--- config.mk ---
export PLATFORM = sky130hd
export DESIGN_NAME = hog_norm_sched
export DESIGN_NICKNAME = d
export VERILOG_FILES = /design/src/rtl/hog_norm_sched.sv
export SDC_FILE = /design/constraint.sdc
export NUM_CORES = 1
export LEC_CHECK = 0
export ABC_AREA = 1
export CORE_MARGIN = 1
export CORE_UTILIZATION = 30
export CTS_BUF_LIST = sky130_fd_sc_hd__clkbuf_2 sky130_fd_sc_hd__clkbuf_4 sky130_fd_sc_hd__clkbuf_8
export DETAILED_ROUTE_END_ITERATION = 8
export GPL_TIMING_DRIVEN = 0
export PLACE_DENSITY = 0.54
export SYNTH_ARGS = -nofsm -noshare
export SYNTH_HDL_FRONTEND = slang
export SYNTH_SLANG_ARGS = --single-unit
--- constraint.sdc ---
create_clock -name clk -period 25 [get_ports clk]
set_input_delay 3.75 -clock clk [delete_from_list [all_inputs] [get_ports clk]]
set_output_delay 3.75 -clock clk [all_outputs]
set_load 0.1 [all_outputs]
--- src/rtl/hog_norm_sched.sv ---
// Frame scheduler ahead of the HOG block normalizer: buffers cell histograms,
// paces their issue at least GAP cycles apart and tracks returned features per frame.
module hog_norm_sched #(
  parameter int unsigned BIN_W    = 20,
  parameter int unsigned CELL_NUM = 1200,
  parameter int unsigned LINE     = 40,
  parameter int unsigned GAP      = 48,
  parameter int unsigned FIFO_D   = 4,
  parameter int unsigned DRAIN_TO = 64
) (
  input  logic               clk,
  input  logic               rst,
  input  logic [9*BIN_W-1:0] s_bin,
  input  logic               s_valid,
  output logic               s_ready,
  output logic [9*BIN_W-1:0] m_bin,
  output logic               m_valid,
  input  logic               fea_valid,
  output logic               frame_done,
  output logic               frame_err,
  output logic [15:0]        feat_cnt,
  output logic               busy
);

  localparam int unsigned DW        = 9 * BIN_W;
  localparam int unsigned AW        = $clog2(FIFO_D);
  localparam int unsigned CW        = AW + 1;
  localparam int unsigned IW        = $clog2(CELL_NUM + 1);
  localparam int unsigned GW        = $clog2(GAP);
  localparam int unsigned TW        = $clog2(DRAIN_TO + 1);
  localparam int unsigned EXP_FEA_I = (CELL_NUM / LINE - 1) * (LINE - 1) * 36;
  localparam logic [15:0] EXP_FEA   = 16'(EXP_FEA_I);

  typedef enum logic [2:0] {S_IDLE, S_ISSUE, S_WAIT, S_DRAIN, S_DONE} state_e;

  state_e          state_q, state_d;
  logic [DW-1:0]   mem [FIFO_D];
  logic [AW-1:0]   wr_ptr_q, rd_ptr_q;
  logic [CW-1:0]   cnt_q, cnt_d;
  logic            s_ready_q;
  logic [DW-1:0]   m_bin_q;
  logic            m_valid_q;
  logic [IW-1:0]   issued_q, issued_d, issued_inc;
  logic [GW-1:0]   gap_q, gap_d, gap_dec;
  logic [TW-1:0]   idle_q, idle_d;
  logic [15:0]     feat_q, feat_d;
  logic            err_q, err_d;
  logic            done_q, busy_q;
  logic            push, pop, empty;

  assign push  = s_valid && s_ready_q;
  assign pop   = (state_q == S_ISSUE);
  assign empty = (cnt_q == CW'(0));

  // Next-state, frame counters and FIFO occupancy
  always_comb begin
    state_d    = state_q;
    issued_d   = issued_q;
    gap_d      = gap_q;
    idle_d     = idle_q;
    err_d      = err_q;
    feat_d     = feat_q;
    cnt_d      = cnt_q;
    issued_inc = issued_q + IW'(1);
    gap_dec    = (gap_q == GW'(0)) ? GW'(0) : gap_q - GW'(1);

    if (state_q != S_IDLE && fea_valid && feat_q != 16'hFFFF)
      feat_d = feat_q + 16'd1;

    case (state_q)
      S_IDLE: begin
        if (!empty) begin
          state_d  = S_ISSUE;
          issued_d = IW'(0);
          feat_d   = 16'd0;
          err_d    = 1'b0;
        end
      end
      S_ISSUE: begin
        issued_d = issued_inc;
        gap_d    = GW'(GAP - 1);
        idle_d   = TW'(0);
        state_d  = (issued_inc == IW'(CELL_NUM)) ? S_DRAIN : S_WAIT;
      end
      S_WAIT: begin
        gap_d = gap_dec;
        if (gap_dec == GW'(0) && !empty) state_d = S_ISSUE;
      end
      S_DRAIN: begin
        if (feat_q == EXP_FEA) begin
          state_d = S_DONE;
        end else if (fea_valid) begin
          idle_d = TW'(0);
        end else if (idle_q == TW'(DRAIN_TO - 1)) begin
          state_d = S_DONE;
          err_d   = 1'b1;
        end else begin
          idle_d = idle_q + TW'(1);
        end
      end
      S_DONE:  state_d = S_IDLE;
      default: state_d = S_IDLE;
    endcase

    case ({push, pop})
      2'b10:   cnt_d = cnt_q + CW'(1);
      2'b01:   cnt_d = cnt_q - CW'(1);
      default: cnt_d = cnt_q;
    endcase
  end

  always_ff @(posedge clk) begin
    if (rst) begin
      state_q   <= S_IDLE;
      wr_ptr_q  <= '0;
      rd_ptr_q  <= '0;
      cnt_q     <= '0;
      s_ready_q <= 1'b1;
      m_bin_q   <= '0;
      m_valid_q <= 1'b0;
      issued_q  <= '0;
      gap_q     <= '0;
      idle_q    <= '0;
      feat_q    <= '0;
      err_q     <= 1'b0;
      done_q    <= 1'b0;
      busy_q    <= 1'b0;
    end else begin
      state_q   <= state_d;
      cnt_q     <= cnt_d;
      s_ready_q <= (cnt_d != CW'(FIFO_D));
      m_valid_q <= pop;
      issued_q  <= issued_d;
      gap_q     <= gap_d;
      idle_q    <= idle_d;
      feat_q    <= feat_d;
      err_q     <= err_d;
      done_q    <= (state_d == S_DONE);
      busy_q    <= (state_d != S_IDLE);
      if (push) wr_ptr_q <= wr_ptr_q + AW'(1);
      if (pop) begin
        rd_ptr_q <= rd_ptr_q + AW'(1);
        m_bin_q  <= mem[rd_ptr_q];
      end
    end
  end

  // Cell storage carries no reset; occupancy is tracked by cnt_q
  always_ff @(posedge clk) begin
    if (push && !rst) mem[wr_ptr_q] <= s_bin;
  end

  assign s_ready    = s_ready_q;
  assign m_bin      = m_bin_q;
  assign m_valid    = m_valid_q;
  assign frame_done = done_q;
  assign frame_err  = err_q;
  assign feat_cnt   = feat_q;
  assign busy       = busy_q;

endmodule

==> impl_table.tex, run 1 <==
\begin{tabular}{lr}
\hline
Metric & Value \\
\hline
\multicolumn{2}{l}{\textbf{Outcome}} \\
\quad Status & complete, no violations \\
\multicolumn{2}{l}{\textbf{Worst setup path}} \\
\quad Reg-to-Reg End & s\_ready\$\_SDFF\_PP1\_ \\
\quad Slack of the worst reg-to-reg path & 22.17 ns \\
\quad Worst reg2reg startpoint & state\_q[2]\$\_SDFF\_PP0\_ \\
\quad Worst-case reg-to-reg path depth & 10 \\
\quad CP Data Arrival Time & 7.07 ns \\
\quad Crit path launch type & input pin \\
\quad Kind of end point of the critical path & flop \\
\quad CP Max Fanout & 25 \\
\quad Type of the setup path with the least slack & input pin to flop \\
\quad Required arrival time at the worst endpoint & 25.51 ns \\
\multicolumn{2}{l}{\textbf{Global route}} \\
\quad Grt total ovfl & 0 \\
\quad GRT Overall Usage & 0.1748 \\
\quad Wire length of the first global-routing pass & 157.3 mm \\
\quad Maximum number of pins on one net before global-route repair & 29 \\
\quad Antenna violations before repair & 26 \\
\quad Vias in the first global route & 24,320 \\
\multicolumn{2}{l}{\textbf{Power and ir drop}} \\
\quad Switching part of the total & 0.4156 \\
\quad Clk pwr share & 0.272 \\
\quad Worst-case vdd ir drop & 108.4 uV \\
\quad Portion of total power attributed to sequential cells & 0.365 \\
\quad Switching power total & 2.243 mW \\
\quad Total leakage power & 16.77 nW \\
\quad Combinational fraction of design power & 0.363 \\
\quad Internal Pwr Total & 3.154 mW \\
\quad Pwr Density & 116.8 nW/um\^{}2 \\
\quad Final Total Pwr & 5.397 mW \\
\multicolumn{2}{l}{\textbf{Finish}} \\
\quad Layout Cells excl Fill & 5,289 \\
\quad Count of nets after finishing & 3,720 \\
\quad Layout-stage area growth over the synthesis result & 27.77\% \\
\quad Total of fill cells in the finished design & 11,470 \\
\quad Post-route standard cell area excluding fillers & 46,200 um\^{}2 \\
\quad Proportion of layout cells with a drive suffix above 1 & 0.1141 \\
\multicolumn{2}{l}{\textbf{Synth}} \\
\quad XOR/XNOR share of the synthesized area & 0.002907 \\
\quad Syn Std Cell Area & 36,160 um\^{}2 \\
\quad Basic-gate share of the synthesized area counting and, or, nand and nor cells & 0.06357 \\
\quad Total of flip-flops plus latches after synthesis & 955 \\
\quad Number of warnings reported in the yosys synthesis log & 0 \\
\quad Mux cell area share after synthesis & 0 \\
\quad Leading area contributor after synthesis & sky130\_fd\_sc\_hd\_\_edfxtp\_1 \\
\quad Total nets after synthesis & 3,139 \\
\quad Count leader, synth & sky130\_fd\_sc\_hd\_\_edfxtp\_1 \\
\quad Number of enable-type register cells in the synthesized netlist & 720 \\
\quad Flip-flop cell with the highest count after synthesis & sky130\_fd\_sc\_hd\_\_edfxtp\_1 \\
\quad Number of instances in the synthesized netlist & 2,942 \\
\quad Area fraction in compound gates after synthesis & 0.1536 \\
\quad Number of distinct library cells after synthesis & 38 \\
\quad Cell types occupying the most area after synthesis & sky130\_fd\_sc\_hd\_\_edfxtp\_1, sky130\_fd\_sc\_hd\_\_dfxtp\_1, sky130\_fd\_sc\_hd\_\_o21ai\_0 \\
\quad Adder-cell share of the synthesized area & 0.004706 \\
\quad Yosys top cell area share & 0.5980 \\
\quad Dominant combinational cell family by area after synthesis & compound AO/OA/AOI/OAI gates \\
\quad Avg Cell Area, Syn & 12.29 um\^{}2 \\
\quad Async set or reset register ratio after synthesis & 0 \\
\quad Most frequent cells after synthesis & sky130\_fd\_sc\_hd\_\_edfxtp\_1, sky130\_fd\_sc\_hd\_\_o21ai\_0, sky130\_fd\_sc\_hd\_\_nor2\_1 \\
\quad Sequential element share of the synthesized area & 0.7281 \\
\multicolumn{2}{l}{\textbf{STA}} \\
\quad Clock tree skew after final layout & 0.04522 ns \\
\quad Final setup vio count & 0 \\
\quad Final period utilization & 0.2624 \\
\quad RSZ-0062 raised after global routing & false \\
\quad Clock period minus final worst setup slack & 6.561 ns \\
\quad Number of max-slew violations in the final report & 0 \\
\quad Fin. Hold Viols & 0 \\
\quad Pin slew with the least headroom to its limit & 1.209 ns \\
\quad Normalized max-slew margin & 0.1914 \\
\quad Maximum achievable frequency & 152.4 MHz \\
\quad Min Hold Slack & 0.4460 ns \\
\quad Total negative slack & 0 ns \\
\multicolumn{2}{l}{\textbf{CTS}} \\
\quad CTS resizes & 0 \\
\quad Worst-skew pair later-pin latency & 0.84 ns \\
\quad Clock buffer count from CTS & 165 \\
\quad H-tree depth & 4 \\
\quad TritonCTS clock tree & built \\
\quad Clock slew seen by the registers of the worst setup and hold paths & 0.06 ns \\
\quad Clock Root Buffer & sky130\_fd\_sc\_hd\_\_clkbuf\_8 \\
\quad CTS Buffer Depth & 3 \\
\quad TritonCTS Sinks & 955 \\
\quad Post-cts hold buffer count & 0 \\
\quad Post-CTS Setup Inserts & 0 \\
\multicolumn{2}{l}{\textbf{Place}} \\
\quad RePlAce Congestion & 0.8027 \\
\quad Placed wire-length estimate & 70.89 mm \\
\quad Dpl cell area & 42,680 um\^{}2 \\
\quad Count of buffers from port buffering & 384 \\
\quad Dpl cells & 4,968 \\
\multicolumn{2}{l}{\textbf{Min path}} \\
\quad Classification of the worst-slack hold path & flop to flop \\
\quad Worst min-delay path endpoint & idle\_q[6]\$\_SDFFE\_PP0P\_ \\
\quad Worst hold path cell count & 2 \\
\quad HP Start & idle\_q[6]\$\_SDFFE\_PP0P\_ \\
\multicolumn{2}{l}{\textbf{Routing}} \\
\quad Initial DRC Count & 1,750 \\
\quad First drt pass iteration count & 5 \\
\quad Antenna-violating nets left & 0 \\
\quad Via-to-Cell Ratio & 4.700 \\
\quad Average wire per standard cell & 20.52 um \\
\quad Wire length reported by the detailed router & 108.5 mm \\
\quad Remaining routing DRC violations & 0 \\
\quad Count of vias placed by the detailed router & 24,860 \\
\multicolumn{2}{l}{\textbf{Job}} \\
\quad Number of violations of the max-capacitance limit & 0 \\
\multicolumn{2}{l}{\textbf{Floorplan}} \\
\quad Die footprint & 121,900 um\^{}2 \\
\quad Die height & 349.2 um \\
\quad Cell Rows & 127 \\
\quad IO Count & 385 \\
\quad Die X & 349.2 um \\
\quad Initial core utilization & 0.3022 \\
\quad Area of the core & 119,700 um\^{}2 \\
\hline
\end{tabular}
==> metal layers <==
| metal | track usage | vias up | routed length (um) |
|---|---|---|---|
| met5 | 0 | - | 132 |
| met4 | 0.06973 | 20 | 3011 |
| met3 | 0.04801 | 194 | 7257 |
| met2 | 0.2834 | 760 | 52160 |
| met1 | 0.2199 | 12130 | 45940 |
| li1 | - | 11760 | - |
==> logic make-up (layout without fill, tap and decap cells) <==
logic type	count (synthesis)	in the layout
xor+xnor	12	12
compound gates	963	963
buf+inv	426	1149
simple gates	573	573
other cells	0	12
flops	955	955
fa+ha+maj	13	13
==> cell usage in the layout (no fill, tap or decap), drive strengths merged <==
cell,n
buf,100
fa,1
o22ai,181
nand2,91
xnor2,5
and2,1
nor4,1
o21ai,560
nor2,424
a31oi,1
inv,246
clkinvlp,4
nand3,35
bufinv,1
dfxtp,235
a32o,4
o211a,1
clkbuf,375
nor3,8
or2,1
o21bai,184
ha,12
clkdlybuf4s50,384
a21oi,29
clkinv,39
nand4,12
a211oi,3
diode,12
xor2,7
edfxtp,720
==> power groups by stage <==
stage | Clock [mW] | Sequential, mW | Combinational, mW
2_1_floorplan | 0 | 2.84 | 0.521
3_3_place_gp | 0 | 2.03 | 1.95
3_5_place_dp | 0 | 2.00 | 1.97
4_1_cts | 1.51 | 1.97 | 1.98
5_1_grt | 1.58 | 1.99 | 2.07
6_report | 1.47 | 1.97 | 1.96
==> critical path, cell delays in order <==
cell and delay (ns):
sky130_fd_sc_hd__clkdlybuf4s50_1 0.50, sky130_fd_sc_hd__clkinv_1 0.33, sky130_fd_sc_hd__clkbuf_1 0.49, sky130_fd_sc_hd__nand3_1 0.44
sky130_fd_sc_hd__nor2_4 0.59, sky130_fd_sc_hd__buf_12 0.28, sky130_fd_sc_hd__buf_12 0.23, sky130_fd_sc_hd__buf_12 0.22
sky130_fd_sc_hd__buf_16 0.17
==> worst max-delay path by stage <==
| stage | start | endpoint | slack (ns) | cells after the start |
|---|---|---|---|---|
| 2_1_floorplan | rst | mem[0][0]$_DFFE_PP_ | 12.50 | 4 |
| 6_report | rst | mem[0][137]$_DFFE_PP_ | 18.44 | 9 |
| 4_1_cts | rst | mem[0][26]$_DFFE_PP_ | 18.44 | 9 |
| 5_1_grt | rst | mem[0][127]$_DFFE_PP_ | 18.26 | 9 |
| 3_5_place_dp | rst | mem[0][127]$_DFFE_PP_ | 17.51 | 9 |
| 3_3_place_gp | rst | mem[3][153]$_DFFE_PP_ | 3.89 | 5 |
==> sequential cells by signal, indices dropped and copies added (netlist names) <==
| register | flops |
|---|---|
| mem | 720 |
| idle_q | 7 |
| state_q | 3 |
| wr_ptr_q | 2 |
| m_bin | 180 |
| m_valid | 1 |
| rd_ptr_q | 2 |
| frame_done | 1 |
| feat_cnt | 16 |
| s_ready | 1 |
| gap_q | 6 |
| frame_err | 1 |
| busy | 1 |
| issued_q | 11 |
| cnt_q | 3 |
==> area by class of cell <==
cell class	instances	area [um^2]	area share
Inverter	241	904.6	0.01958
Clock buffer	260	3159	0.06839
Clock inverter	49	329.1	0.007123
Timing Repair Buffer	414	4474	0.09685
Buffer	185	799.5	0.01731
Tap cell	1612	2017	0.04366
Multi-Input combinational cell	1561	8159	0.1766
Antenna cell	12	30.03	0.0006500
Sequential cell	955	26330	0.5698
==> through the flow <==
| stage | setup slack (ns) | util |
|---|---|---|
| 3_5_place_dp | 17.51 | 0.3567 |
| 5_1_grt | 18.26 | 0.3860 |
| 3_3_place_gp | 3.886 | 0.3512 |
| 6_report | 18.44 | 0.3861 |
| 2_1_floorplan | 12.50 | - |
| 4_1_cts | 18.44 | 0.3858 |
Power figures use the tool's default switching activity.
==> inputs of run 2 (changes only) <==
PLACE_DENSITY = 0.55   (was 0.54)
clock period = 5.8 ns   (was 25 ns; I/O delays follow)
==> run 2 against run 1 <==
The flow now finishes with violations (DRC). Global-route usage decreased by 0.24 points. Sequential share of layout area increased by 0.077 points. Sequential power increased to 4.3 times the previous value. Register-to-register slack got worse by 19 ns. Clock power increased to 4.3 times the previous value. Sequential cell count unchanged. Total power increased to 4.3 times the previous value. First-iteration DRC count decreased by 8.9%. Clock skew decreased by 0.0046 ns. Clock-buffer cell count increased by 4. Critical path type unchanged. Critical endpoint is now mem[0][23]$_DFFE_PP_. Largest cell class unchanged. Highest routed layer unchanged.
==> impl_table.tex, run 2 (synthesized netlist as in run 1, its figures left out) <==
\begin{tabular}{lr}
\hline
Metric & Value \\
\hline
\multicolumn{2}{l}{\textbf{Routing}} \\
\quad Average wire per standard cell & 20.15 um \\
\quad Wire length reported by the detailed router & 106.5 mm \\
\quad Via-to-Cell Ratio & 4.674 \\
\quad First drt pass iteration count & 7 \\
\quad Remaining routing DRC violations & 4 \\
\quad Antenna-violating nets left & 0 \\
\quad Initial DRC Count & 1,594 \\
\quad Count of vias placed by the detailed router & 24,710 \\
\multicolumn{2}{l}{\textbf{Place}} \\
\quad Placed wire-length estimate & 70.46 mm \\
\quad Count of buffers from port buffering & 384 \\
\quad RePlAce Congestion & 0.8014 \\
\quad Dpl cells & 4,967 \\
\multicolumn{2}{l}{\textbf{CTS}} \\
\quad H-tree depth & 4 \\
\quad Clock slew seen by the registers of the worst setup and hold paths & 0.05 ns \\
\quad CTS resizes & 0 \\
\quad Post-CTS Setup Inserts & 0 \\
\quad CTS Buffer Depth & 3 \\
\quad Worst-skew pair later-pin latency & 0.85 ns \\
\quad Clock Root Buffer & sky130\_fd\_sc\_hd\_\_clkbuf\_8 \\
\quad TritonCTS clock tree & built \\
\quad Post-cts hold buffer count & 0 \\
\quad TritonCTS Sinks & 955 \\
\quad Clock buffer count from CTS & 165 \\
\multicolumn{2}{l}{\textbf{STA}} \\
\quad Maximum achievable frequency & 272.1 MHz \\
\quad Final period utilization & 0.6336 \\
\quad Pin slew with the least headroom to its limit & 1.330 ns \\
\quad Number of max-slew violations in the final report & 0 \\
\quad Fin. Hold Viols & 0 \\
\quad Clock tree skew after final layout & 0.04065 ns \\
\quad Final setup vio count & 0 \\
\quad Clock period minus final worst setup slack & 3.675 ns \\
\quad RSZ-0062 raised after global routing & false \\
\quad Total negative slack & 0 ns \\
\quad Normalized max-slew margin & 0.1108 \\
\multicolumn{2}{l}{\textbf{Finish}} \\
\quad Number of flip-flops under the largest register name & 720 \\
\quad Area taken by multi-input logic gates & 8159 um\^{}2 \\
\quad Proportion of layout cells with a drive suffix above 1 & 0.1130 \\
\quad Layout Cells excl Fill & 5,288 \\
\quad Most common cell after layout, fill and taps aside & sky130\_fd\_sc\_hd\_\_edfxtp\_1 \\
\quad Layout-stage area growth over the synthesis result & 27.60\% \\
\quad Count of nets after finishing & 3,719 \\
\quad Total of fill cells in the finished design & 11,520 \\
\quad Largest reg by FF count & mem \\
\quad Commonest cells after routing, fill and taps aside & sky130\_fd\_sc\_hd\_\_edfxtp\_1, sky130\_fd\_sc\_hd\_\_o21ai\_0, sky130\_fd\_sc\_hd\_\_nor2\_1 \\
\quad Register area & 26,330 um\^{}2 \\
\multicolumn{2}{l}{\textbf{Floorplan}} \\
\quad Die footprint & 121,900 um\^{}2 \\
\quad Cell Rows & 127 \\
\quad Area of the core & 119,700 um\^{}2 \\
\quad Initial core utilization & 0.3022 \\
\quad Die X & 349.2 um \\
\quad IO Count & 385 \\
\quad Die height & 349.2 um \\
\multicolumn{2}{l}{\textbf{Min path}} \\
\quad Classification of the worst-slack hold path & flop to flop \\
\quad Worst hold path cell count & 2 \\
\multicolumn{2}{l}{\textbf{Worst setup path}} \\
\quad CP Data Arrival Time & 4.19 ns \\
\quad Type of the setup path with the least slack & input pin to flop \\
\quad Cell type with the highest occurrence count on the critical path & sky130\_fd\_sc\_hd\_\_buf\_12 \\
\quad Required arrival time at the worst endpoint & 6.32 ns \\
\quad Critical-path cell list & clkdlybuf4s50\_1 -> clkinv\_1 -> clkbuf\_1 -> nand3\_1 -> nor2\_4 -> buf\_12 -> buf\_12 -> buf\_12 \\
\quad Kind of end point of the critical path & flop \\
\quad CP max stage cell & sky130\_fd\_sc\_hd\_\_nor2\_4 \\
\quad Worst-case reg-to-reg path depth & 10 \\
\quad CP Max Fanout & 26 \\
\quad Delay of the slowest critical-path stage & 0.66 ns \\
\quad Crit path launch type & input pin \\
\multicolumn{2}{l}{\textbf{Outcome}} \\
\quad Status & complete, but fails checks \\
\quad Violated checks & DRC \\
\multicolumn{2}{l}{\textbf{Global route}} \\
\quad Grt total ovfl & 0 \\
\quad Antenna violations before repair & 22 \\
\quad Wire length of the first global-routing pass & 156.1 mm \\
\quad Vias in the first global route & 24,390 \\
\quad Maximum number of pins on one net before global-route repair & 29 \\
\quad GRT Overall Usage & 0.1724 \\
\multicolumn{2}{l}{\textbf{Job}} \\
\quad Number of violations of the max-capacitance limit & 0 \\
\multicolumn{2}{l}{\textbf{Power and ir drop}} \\
\quad Worst-case vdd ir drop & 447.6 uV \\
\quad Pwr Density & 503.0 nW/um\^{}2 \\
\quad Total leakage power & 16.74 nW \\
\hline
\end{tabular}
-- run 2: worst max-delay path, delay by kind of cell --
family | cells | cell delay (ns)
AND/OR/NAND/NOR | 2 | 1.09
buffers and inverters | 6 | 2.12
-- run 2: cell type report --
| type | instances | area share |
|---|---|---|
| multi-input combinational | 1561 | 0.1769 |
| clock buffer | 264 | 0.06764 |
| buffer | 185 | 0.01733 |
| timing repair buffer | 413 | 0.09622 |
| inverter | 241 | 0.01961 |
| clock inverter | 44 | 0.007322 |
| tap | 1612 | 0.04372 |
| antenna | 13 | 0.0007051 |
| sequential | 955 | 0.5706 |
-- run 2: power breakdown --
| group | internal (mW) | switching [mW] | leakage, nW | total (mW) |
|---|---|---|---|---|
| Clock | 3.49 | 2.82 | 1.84 | 6.31 |
| Sequential | 8.12 | 0.392 | 8.46 | 8.51 |
| Combinational | 1.94 | 6.44 | 6.44 | 8.38 |
| Total | 13.6 | 9.65 | 16.7 | 23.2 |
-- run 2: path summary, 6_finish.rpt --
check	start	end	slack, ns
worst min register to register	idle_q[6]$_SDFFE_PP0P_	idle_q[6]$_SDFFE_PP0P_	0.44
worst max register to register	state_q[2]$_SDFF_PP0_	s_ready$_SDFF_PP1_	2.97
worst min-delay path	idle_q[6]$_SDFFE_PP0P_	idle_q[6]$_SDFFE_PP0P_	0.44
worst max-delay path	rst	mem[0][23]$_DFFE_PP_	2.13
-- run 2: metrics by stage --
| step | hold slack (ns) | area, um^2 | power, mW | setup WS, ns | util |
|---|---|---|---|---|---|
| finish | 0.4436 | 46140 | 23.21 | 2.125 | 0.3856 |
| global route | 0.4660 | 46120 | 24.23 | 2.030 | 0.3854 |
| CTS | 0.4478 | 46100 | 23.46 | 2.195 | 0.3853 |
| detailed placement | 0.4404 | 42640 | 17.10 | 1.261 | 0.3564 |
| global placement | 0.4321 | 42030 | 17.10 | -6.330 | 0.3512 |
| floorplan | 0.4218 | 36170 | 14.45 | -0.8179 | - |
-- run 2: layer usage --
layer / global-route usage / vias to the layer above / share of wire
met5: 0 / - / 0.00092
met4: 0.07698 / 14 / 0.029
met3: 0.03641 / 178 / 0.057
met2: 0.2779 / 750 / 0.48
met1: 0.2223 / 12010 / 0.43
li1: - / 11760 / -
